File: config.mk
export PLATFORM = sky130hd
export DESIGN_NAME = tt_io_sequencer_flat
export DESIGN_NICKNAME = d
export VERILOG_FILES = /design/src/rtl/tt_io_seq_if.sv /design/src/rtl/tt_io_sequencer.sv /design/src/flat_wrapper.sv
export SDC_FILE = /design/constraint.sdc
export NUM_CORES = 1
export LEC_CHECK = 0
export CORE_MARGIN = 2
export CORE_UTILIZATION = 44
export CTS_CLUSTER_DIAMETER = 40
export DETAILED_ROUTE_END_ITERATION = 16
export PLACE_DENSITY = 0.71
export SYNTH_ARGS = -nofsm -noshare
export SYNTH_HDL_FRONTEND = slang
export SYNTH_SLANG_ARGS = --single-unit
File: constraint.sdc
create_clock -name clk -period 5.2 [get_ports clk]
set_clock_uncertainty 0.1 [all_clocks]
set_input_delay 1.56 -clock clk [delete_from_list [all_inputs] [get_ports clk]]
set_output_delay 1.56 -clock clk [all_outputs]
set_load 0.005 [all_outputs]
File: src/rtl/tt_io_seq_if.sv
// Host-side bundle for the Tiny Tapeout I/O sequencer: run control, stimulus table
// writes, capture buffer reads and run status.
interface tt_io_seq_if #(
    parameter int IO_W  = 8,
    parameter int DEPTH = 16
);
    localparam int AW = $clog2(DEPTH);

    logic              start;
    logic              stop;
    logic [1:0]        mode;
    logic [AW:0]       stim_len;
    logic              wr_en;
    logic [AW-1:0]     wr_addr;
    logic [2*IO_W-1:0] wr_data;
    logic [AW-1:0]     cap_rd_addr;
    logic [2*IO_W-1:0] cap_rd_data;
    logic [AW:0]       cap_count;
    logic              busy;
    logic              done;
    logic              overflow;

    modport master (
        output start, stop, mode, stim_len, wr_en, wr_addr, wr_data, cap_rd_addr,
        input  cap_rd_data, cap_count, busy, done, overflow
    );

    modport slave (
        input  start, stop, mode, stim_len, wr_en, wr_addr, wr_data, cap_rd_addr,
        output cap_rd_data, cap_count, busy, done, overflow
    );
endinterface

File: src/rtl/tt_io_sequencer.sv
// Stimulus/capture engine for tt_um_* benches: plays a vector table onto ui_in/uio_in
// one word per clock and records uo_out plus the enabled uio_out bits.
module tt_io_sequencer #(
    parameter int IO_W  = 8,
    parameter int DEPTH = 16
) (
    input  logic            clk,
    input  logic            rst,
    tt_io_seq_if.slave      bus,
    input  logic [IO_W-1:0] trig_mask,
    input  logic [IO_W-1:0] trig_value,
    input  logic [IO_W-1:0] dut_uo,
    input  logic [IO_W-1:0] dut_uio,
    input  logic [IO_W-1:0] dut_uio_oe,
    output logic [IO_W-1:0] ui_drive,
    output logic [IO_W-1:0] uio_drive
);
    localparam int          AW       = $clog2(DEPTH);
    localparam logic [AW:0] DEPTH_C  = (AW+1)'(DEPTH);
    localparam logic [AW-1:0] LAST_IDX = AW'(DEPTH - 1);

    typedef enum logic [1:0] {IDLE, ARM, RUN, DONE} state_t;

    state_t            state;
    logic [AW-1:0]     ptr;
    logic [AW-1:0]     cap_idx;
    logic [AW:0]       len_q;
    logic              loop_q;
    logic [AW:0]       cap_count;
    logic              busy;
    logic              done;
    logic              overflow;

    logic [2*IO_W-1:0] stim_mem [DEPTH];
    logic [2*IO_W-1:0] cap_mem  [DEPTH];

    logic [AW:0]       eff_len;
    logic [AW:0]       len_m1;
    logic              idle_like;
    logic              trig_hit;
    logic              stim_we;
    logic              cap_we;

    always_comb begin
        eff_len   = (bus.stim_len == '0 || bus.stim_len > DEPTH_C) ? DEPTH_C : bus.stim_len;
        len_m1    = len_q - (AW+1)'(1);
        idle_like = (state == IDLE) || (state == DONE);
        trig_hit  = ((dut_uo ^ trig_value) & trig_mask) == '0;
        stim_we   = bus.wr_en && idle_like;
        cap_we    = (state == RUN) && !bus.stop;
    end

    // NOTE: sequential state uses non-blocking assignments so every register samples pre-edge values.
    always_ff @(posedge clk or posedge rst) begin
        if (rst) begin
            state     <= IDLE;
            ptr       <= '0;
            cap_idx   <= '0;
            len_q     <= DEPTH_C;
            loop_q    <= 1'b0;
            cap_count <= '0;
            ui_drive  <= '0;
            uio_drive <= '0;
            busy      <= 1'b0;
            done      <= 1'b0;
            overflow  <= 1'b0;
        end else begin
            done <= 1'b0;
            case (state)
                IDLE, DONE: begin
                    if (bus.start && !bus.stop) begin
                        state     <= (bus.mode == 2'd2) ? ARM : RUN;
                        ptr       <= '0;
                        cap_idx   <= '0;
                        cap_count <= '0;
                        overflow  <= 1'b0;
                        len_q     <= eff_len;
                        loop_q    <= (bus.mode == 2'd1);
                        busy      <= 1'b1;
                        if (bus.mode == 2'd2) begin
                            ui_drive  <= '0;
                            uio_drive <= '0;
                        end
                    end
                end
                ARM: begin
                    if (bus.stop) begin
                        state <= DONE;
                        done  <= 1'b1;
                        busy  <= 1'b0;
                    end else if (trig_hit) begin
                        state <= RUN;
                    end
                end
                RUN: begin
                    if (bus.stop) begin
                        state <= DONE;
                        done  <= 1'b1;
                        busy  <= 1'b0;
                    end else begin
                        {uio_drive, ui_drive} <= stim_mem[ptr];
                        cap_idx <= cap_idx + AW'(1);
                        if (cap_count != DEPTH_C) cap_count <= cap_count + (AW+1)'(1);
                        // Loop mode only: writing the last slot means the next capture overwrites entry 0.
                        if (loop_q && cap_idx == LAST_IDX) overflow <= 1'b1;
                        if (ptr == len_m1[AW-1:0]) begin
                            if (loop_q) begin
                                ptr <= '0;
                            end else begin
                                state <= DONE;
                                done  <= 1'b1;
                                busy  <= 1'b0;
                            end
                        end else begin
                            ptr <= ptr + AW'(1);
                        end
                    end
                end
                default: state <= IDLE;
            endcase
        end
    end

    // NOTE: the tables are plain RAM with no reset so they map onto memory macros; contents survive rst.
    always_ff @(posedge clk) begin
        if (stim_we) stim_mem[bus.wr_addr] <= bus.wr_data;
        if (cap_we)  cap_mem[cap_idx]      <= {dut_uio & dut_uio_oe, dut_uo};
    end

    assign bus.cap_rd_data = cap_mem[bus.cap_rd_addr];
    assign bus.cap_count   = cap_count;
    assign bus.busy        = busy;
    assign bus.done        = done;
    assign bus.overflow    = overflow;
endmodule

File: src/flat_wrapper.sv
// flat-port wrapper written by rule: the top's interface ports become plain ports
module tt_io_sequencer_flat 
#(
    parameter int IO_W  = 8,
    parameter int DEPTH = 16
)
  (clk, rst, trig_mask, trig_value, dut_uo, dut_uio, dut_uio_oe, ui_drive, uio_drive, bus_start, bus_stop, bus_mode, bus_stim_len, bus_wr_en, bus_wr_addr, bus_wr_data, bus_cap_rd_addr, bus_cap_rd_data, bus_cap_count, bus_busy, bus_done, bus_overflow);
  tt_io_seq_if #(.IO_W(IO_W), .DEPTH(DEPTH)) bus_i ();
  input  logic clk;
  input  logic rst;
  input  logic [IO_W-1:0] trig_mask;
  input  logic [IO_W-1:0] trig_value;
  input  logic [IO_W-1:0] dut_uo;
  input  logic [IO_W-1:0] dut_uio;
  input  logic [IO_W-1:0] dut_uio_oe;
  output logic [IO_W-1:0] ui_drive;
  output logic [IO_W-1:0] uio_drive;
  input wire logic [$bits(bus_i.start)-1:0] bus_start;
  input wire logic [$bits(bus_i.stop)-1:0] bus_stop;
  input wire logic [$bits(bus_i.mode)-1:0] bus_mode;
  input wire logic [$bits(bus_i.stim_len)-1:0] bus_stim_len;
  input wire logic [$bits(bus_i.wr_en)-1:0] bus_wr_en;
  input wire logic [$bits(bus_i.wr_addr)-1:0] bus_wr_addr;
  input wire logic [$bits(bus_i.wr_data)-1:0] bus_wr_data;
  input wire logic [$bits(bus_i.cap_rd_addr)-1:0] bus_cap_rd_addr;
  output wire logic [$bits(bus_i.cap_rd_data)-1:0] bus_cap_rd_data;
  output wire logic [$bits(bus_i.cap_count)-1:0] bus_cap_count;
  output wire logic [$bits(bus_i.busy)-1:0] bus_busy;
  output wire logic [$bits(bus_i.done)-1:0] bus_done;
  output wire logic [$bits(bus_i.overflow)-1:0] bus_overflow;
  assign bus_i.start = bus_start;
  assign bus_i.stop = bus_stop;
  assign bus_i.mode = bus_mode;
  assign bus_i.stim_len = bus_stim_len;
  assign bus_i.wr_en = bus_wr_en;
  assign bus_i.wr_addr = bus_wr_addr;
  assign bus_i.wr_data = bus_wr_data;
  assign bus_i.cap_rd_addr = bus_cap_rd_addr;
  assign bus_cap_rd_data = bus_i.cap_rd_data;
  assign bus_cap_count = bus_i.cap_count;
  assign bus_busy = bus_i.busy;
  assign bus_done = bus_i.done;
  assign bus_overflow = bus_i.overflow;
  tt_io_sequencer #(.IO_W(IO_W), .DEPTH(DEPTH)) u_core (.clk(clk), .rst(rst), .bus(bus_i), .trig_mask(trig_mask), .trig_value(trig_value), .dut_uo(dut_uo), .dut_uio(dut_uio), .dut_uio_oe(dut_uio_oe), .ui_drive(ui_drive), .uio_drive(uio_drive));
endmodule
==> run_results.csv <==
group,metric,value,unit
status,status,"complete, no violations",
setup_path,r2r-end,"u_core.stim_mem[4][9]",
routing,vias,10600,
synthesis,synth-main-ff-cell,"edfxtp_1",
floorplanning,fp.dieW,226,um
sta,period_needed,5.11,ns
synthesis,async_flop_share,7.08,%
synthesis,syn_area_per_cell,21.9,um^2
grt,grt_pass1_wl,69.5,mm
final_layout,antenna_cells,0,
power_and_ir_drop,leakagePower,8.72,nW
setup_path,reg2reg_depth,5,
power_and_ir_drop,power.switching,3.33,mW
floorplanning,io_pins,116,
synthesis,ys_top_cells_by_area,"edfxtp_1, mux4_2, dfrtp_1",
clock_network,cts_buffers,73,
clock_network,cts.sinks,551,
synthesis,yosysWarnings,0,
synthesis,yosysTopAreaCell,"edfxtp_1",
setup_path,slowest_stage,"mux4_2",
routing,routed_via_density,5.53,
synthesis,synthesis.instances,989,
clock_network,tritoncts,"built",
routing,wirelength,46.8,mm
power_and_ir_drop,p_seq_share,42.4,%
placed_design,port_buffers,115,
setup_path,path_class,"in -> out",
min_path,holdPathStages,2,
clock_network,postCtsSetupRepairBufs,0,
setup_path,crit_start,"bus_cap_rd_addr[0]",
final_layout,nets,1271,
power_and_ir_drop,power.internal,9.43,mW
final_layout,drive_gt1_share,28.6,%
clock_network,cts-hold-fix-buffers,0,
setup_path,regToRegStartpoint,"u_core.state[1]",
sta,finalHoldViolCount,0,
synthesis,yosysTopAreaCellShare,71.1,%
setup_path,crit_fanout,16,
sta,max_slew.worst_pin.slew,0.988,ns
power_and_ir_drop,fin_total_pwr,12.8,mW
power_and_ir_drop,p_sw_share,26.1,%
power_and_ir_drop,pwr-share-comb,18.3,%
synthesis,ys_types,46,
grt,grt_use_total,18.9,%
sta,fmax,196,MHz
clock_network,clkTransAtPathRegs,0.06,ns
power_and_ir_drop,power.ir.vdd_worst,0.295,mV
sta,slew_headroom,34.1,%
setup_path,cp-endpoint,"bus_cap_rd_data[12]",
synthesis,yosysSeqAreaShare,75.6,%
setup_path,path_cells,"buf_6 > buf_12 > mux4_2 > mux4_2 > clkdlybuf4s50_1",
power_and_ir_drop,power_density,484,nW/um^2
setup_path,worstPathRequired,3.54,ns
setup_path,worst_path_most_repeated_cell,"mux4_2",
floorplanning,die_area,50900,um^2
clock_network,clockBufferDepth,3,
setup_path,end_kind,"output pin",
final_layout,syn_to_final_growth,21.9,%
setup_path,max_stage_delay,0.53,ns
grt,grt_antenna_before_repair,0,
placed_design,place_congestion,0.767,
synthesis,synth-edff-count,512,
placed_design,dpl.hpwl,26.4,mm
sta,rsz0062_at_grt,"false",
synthesis,synthesis.area,21600,um^2
routing,drtIter0Drc,1079,
synthesis,yosysMostFrequentCell,"edfxtp_1",
sta,period_share,98.3,%
min_path,min_path_type,"reg -> reg",
grt,first_global_vias,11100,
sta,slew_viol_final,0,
floorplanning,die_height,226,um
floorplanning,rows,81,
routing,drc,0,
routing,wl_per_cell,24.5,um
run,maxCapViolations,0,
floorplanning,start_util,44.4,%
clock_network,root_buffer,"clkbuf_16",
synthesis,synth_common_cells,"edfxtp_1, mux4_2, dfrtp_1, nand2_1, inv_1",
floorplanning,core_area,48700,um^2
routing,drtAntennaViolNets,0,
setup_path,r2r_slack,2.32,ns
routing,drt_pass1_iterations,7,
sta,setup_viol_count_final,0,
clock_network,h-tree-depth,3,
setup_path,start_kind,"primary input",
synthesis,ys_seq_elements,551,
sta,fin_setup_tns,0,ns
grt,grt-ovfl-total,0,
grt,grt_max_degree,40,
synthesis,syn-num-nets,1075,
clock_network,clock_latency,0.60,ns
setup_path,arrival,3.45,ns
power_and_ir_drop,p_clk_share,39.4,%
## through the flow
| stage | area, um^2 | hold slack, ns | util, % | instances | worst slack (ns) |
|---|---|---|---|---|---|
| 6_report | 26400 | 0.383 | 54.1 | 1910 | 0.0889 |
| 5_1_grt | 26400 | 0.415 | 54.1 | 1910 | 0.0374 |
| 4_1_cts | 26400 | 0.389 | 54.1 | 1910 | 0.0157 |
| 3_5_place_dp | 23900 | 0.378 | 49.0 | 1774 | 0.0188 |
| 3_3_place_gp | 23900 | 0.372 | 49.0 | 1774 | 0.0340 |
| 2_1_floorplan | 21600 | 0.364 | - | 989 | 0.474 |
## cell type report
cell class	count	area, um^2
multi-input combinational	365	4990
clock inverter	53	592
fill	3588	22400
sequential	551	16400
inverter	28	105
tap	664	831
timing repair buffer	166	1620
clock buffer	83	1880
## registers in the layout, indices dropped and copies added, names as in the netlist
register              cells
u_core.bus.done           1
u_core.cap_idx            4
u_core.ui_drive           8
u_core.bus.cap_count      5
u_core.len_q              4
u_core.state              2
u_core.stim_mem         256
u_core.bus.busy           1
u_core.cap_mem          256
u_core.uio_drive          8
u_core.bus.overflow       1
u_core.loop_q             1
u_core.ptr                4
## logic make-up (layout without fill, tap and decap cells)
group | after synthesis | count (layout) | share of synthesized area (%)
AOI/OAI and AO/OA | 48 | 48 | 1.36
xor gates and xnor gates | 18 | 18 | 0.885
adders and majority gates | 10 | 10 | 0.578
buffers and inverters | 73 | 330 | 1.57
DFF | 551 | 551 | 75.6
muxes | 165 | 165 | 17.0
and+or+nand+nor | 124 | 124 | 3.04
## worst min-delay path by stage
stage,start,slack [ns],endpoint
floorplan,u_core.loop_q,0.36,u_core.loop_q
global placement,u_core.ui_drive[5],0.37,u_core.ui_drive[5]
detailed placement,u_core.ui_drive[0],0.38,u_core.ui_drive[0]
CTS,u_core.ui_drive[0],0.39,u_core.ui_drive[0]
global route,u_core.ui_drive[2],0.42,u_core.ui_drive[2]
finish,u_core.ui_drive[2],0.38,u_core.ui_drive[2]
## power groups by stage
stage          clock [mW]  combinational (mW)  sequential, mW
3_3_place_gp            0                2.30            5.49
3_5_place_dp            0                2.36            5.50
5_1_grt              5.30                2.52            5.44
6_report             5.02                2.33            5.40
2_1_floorplan           0                1.69            5.34
4_1_cts              5.12                2.37            5.41
## worst max-delay path, delay by kind of cell
family	cells	cell delay, ns
buffers and inverters	3	0.80
muxes	2	1.06
## layout by cell type (no fill, tap or decap), types with 4 or more instances in the layout
| master | count |
|---|---|
| nor3_2 | 4 |
| clkbuf_1 | 8 |
| clkinv_2 | 6 |
| dfrtp_1 | 37 |
| a21oi_1 | 5 |
| clkinvlp_4 | 9 |
| buf_12 | 7 |
| nor2_1 | 9 |
| clkinv_4 | 5 |
| nand4_1 | 6 |
| clkinv_1 | 6 |
| inv_6 | 14 |
| ha_1 | 10 |
| inv_1 | 27 |
| o21ai_1 | 18 |
| nand2_1 | 36 |
| bufinv_16 | 8 |
| mux4_2 | 156 |
| clkdlybuf4s50_1 | 113 |
| edfxtp_1 | 512 |
| o21ai_0 | 11 |
| nand2b_1 | 9 |
| buf_4 | 44 |
| xor2_1 | 13 |
| a22oi_1 | 4 |
| and2_1 | 25 |
| nor2_2 | 12 |
| inv_8 | 4 |
| mux4_1 | 4 |
| clkbuf_16 | 73 |
## repair_timing
item,CTS,global route
endpoints found under the setup margin,0,3
hold endpoints to repair,0,0
resized for setup,0,1
## per-layer routing
metal  vias up  global-route usage (%)  part of all wire [%]
met2       406                    32.2                    52
met1      5586                    24.0                    39
met5         -                       0                     0
met3        78                    4.14                   6.2
met4         0                    6.58                   2.4
li1       4499                       -                     -
Power figures use the tool's default switching activity.
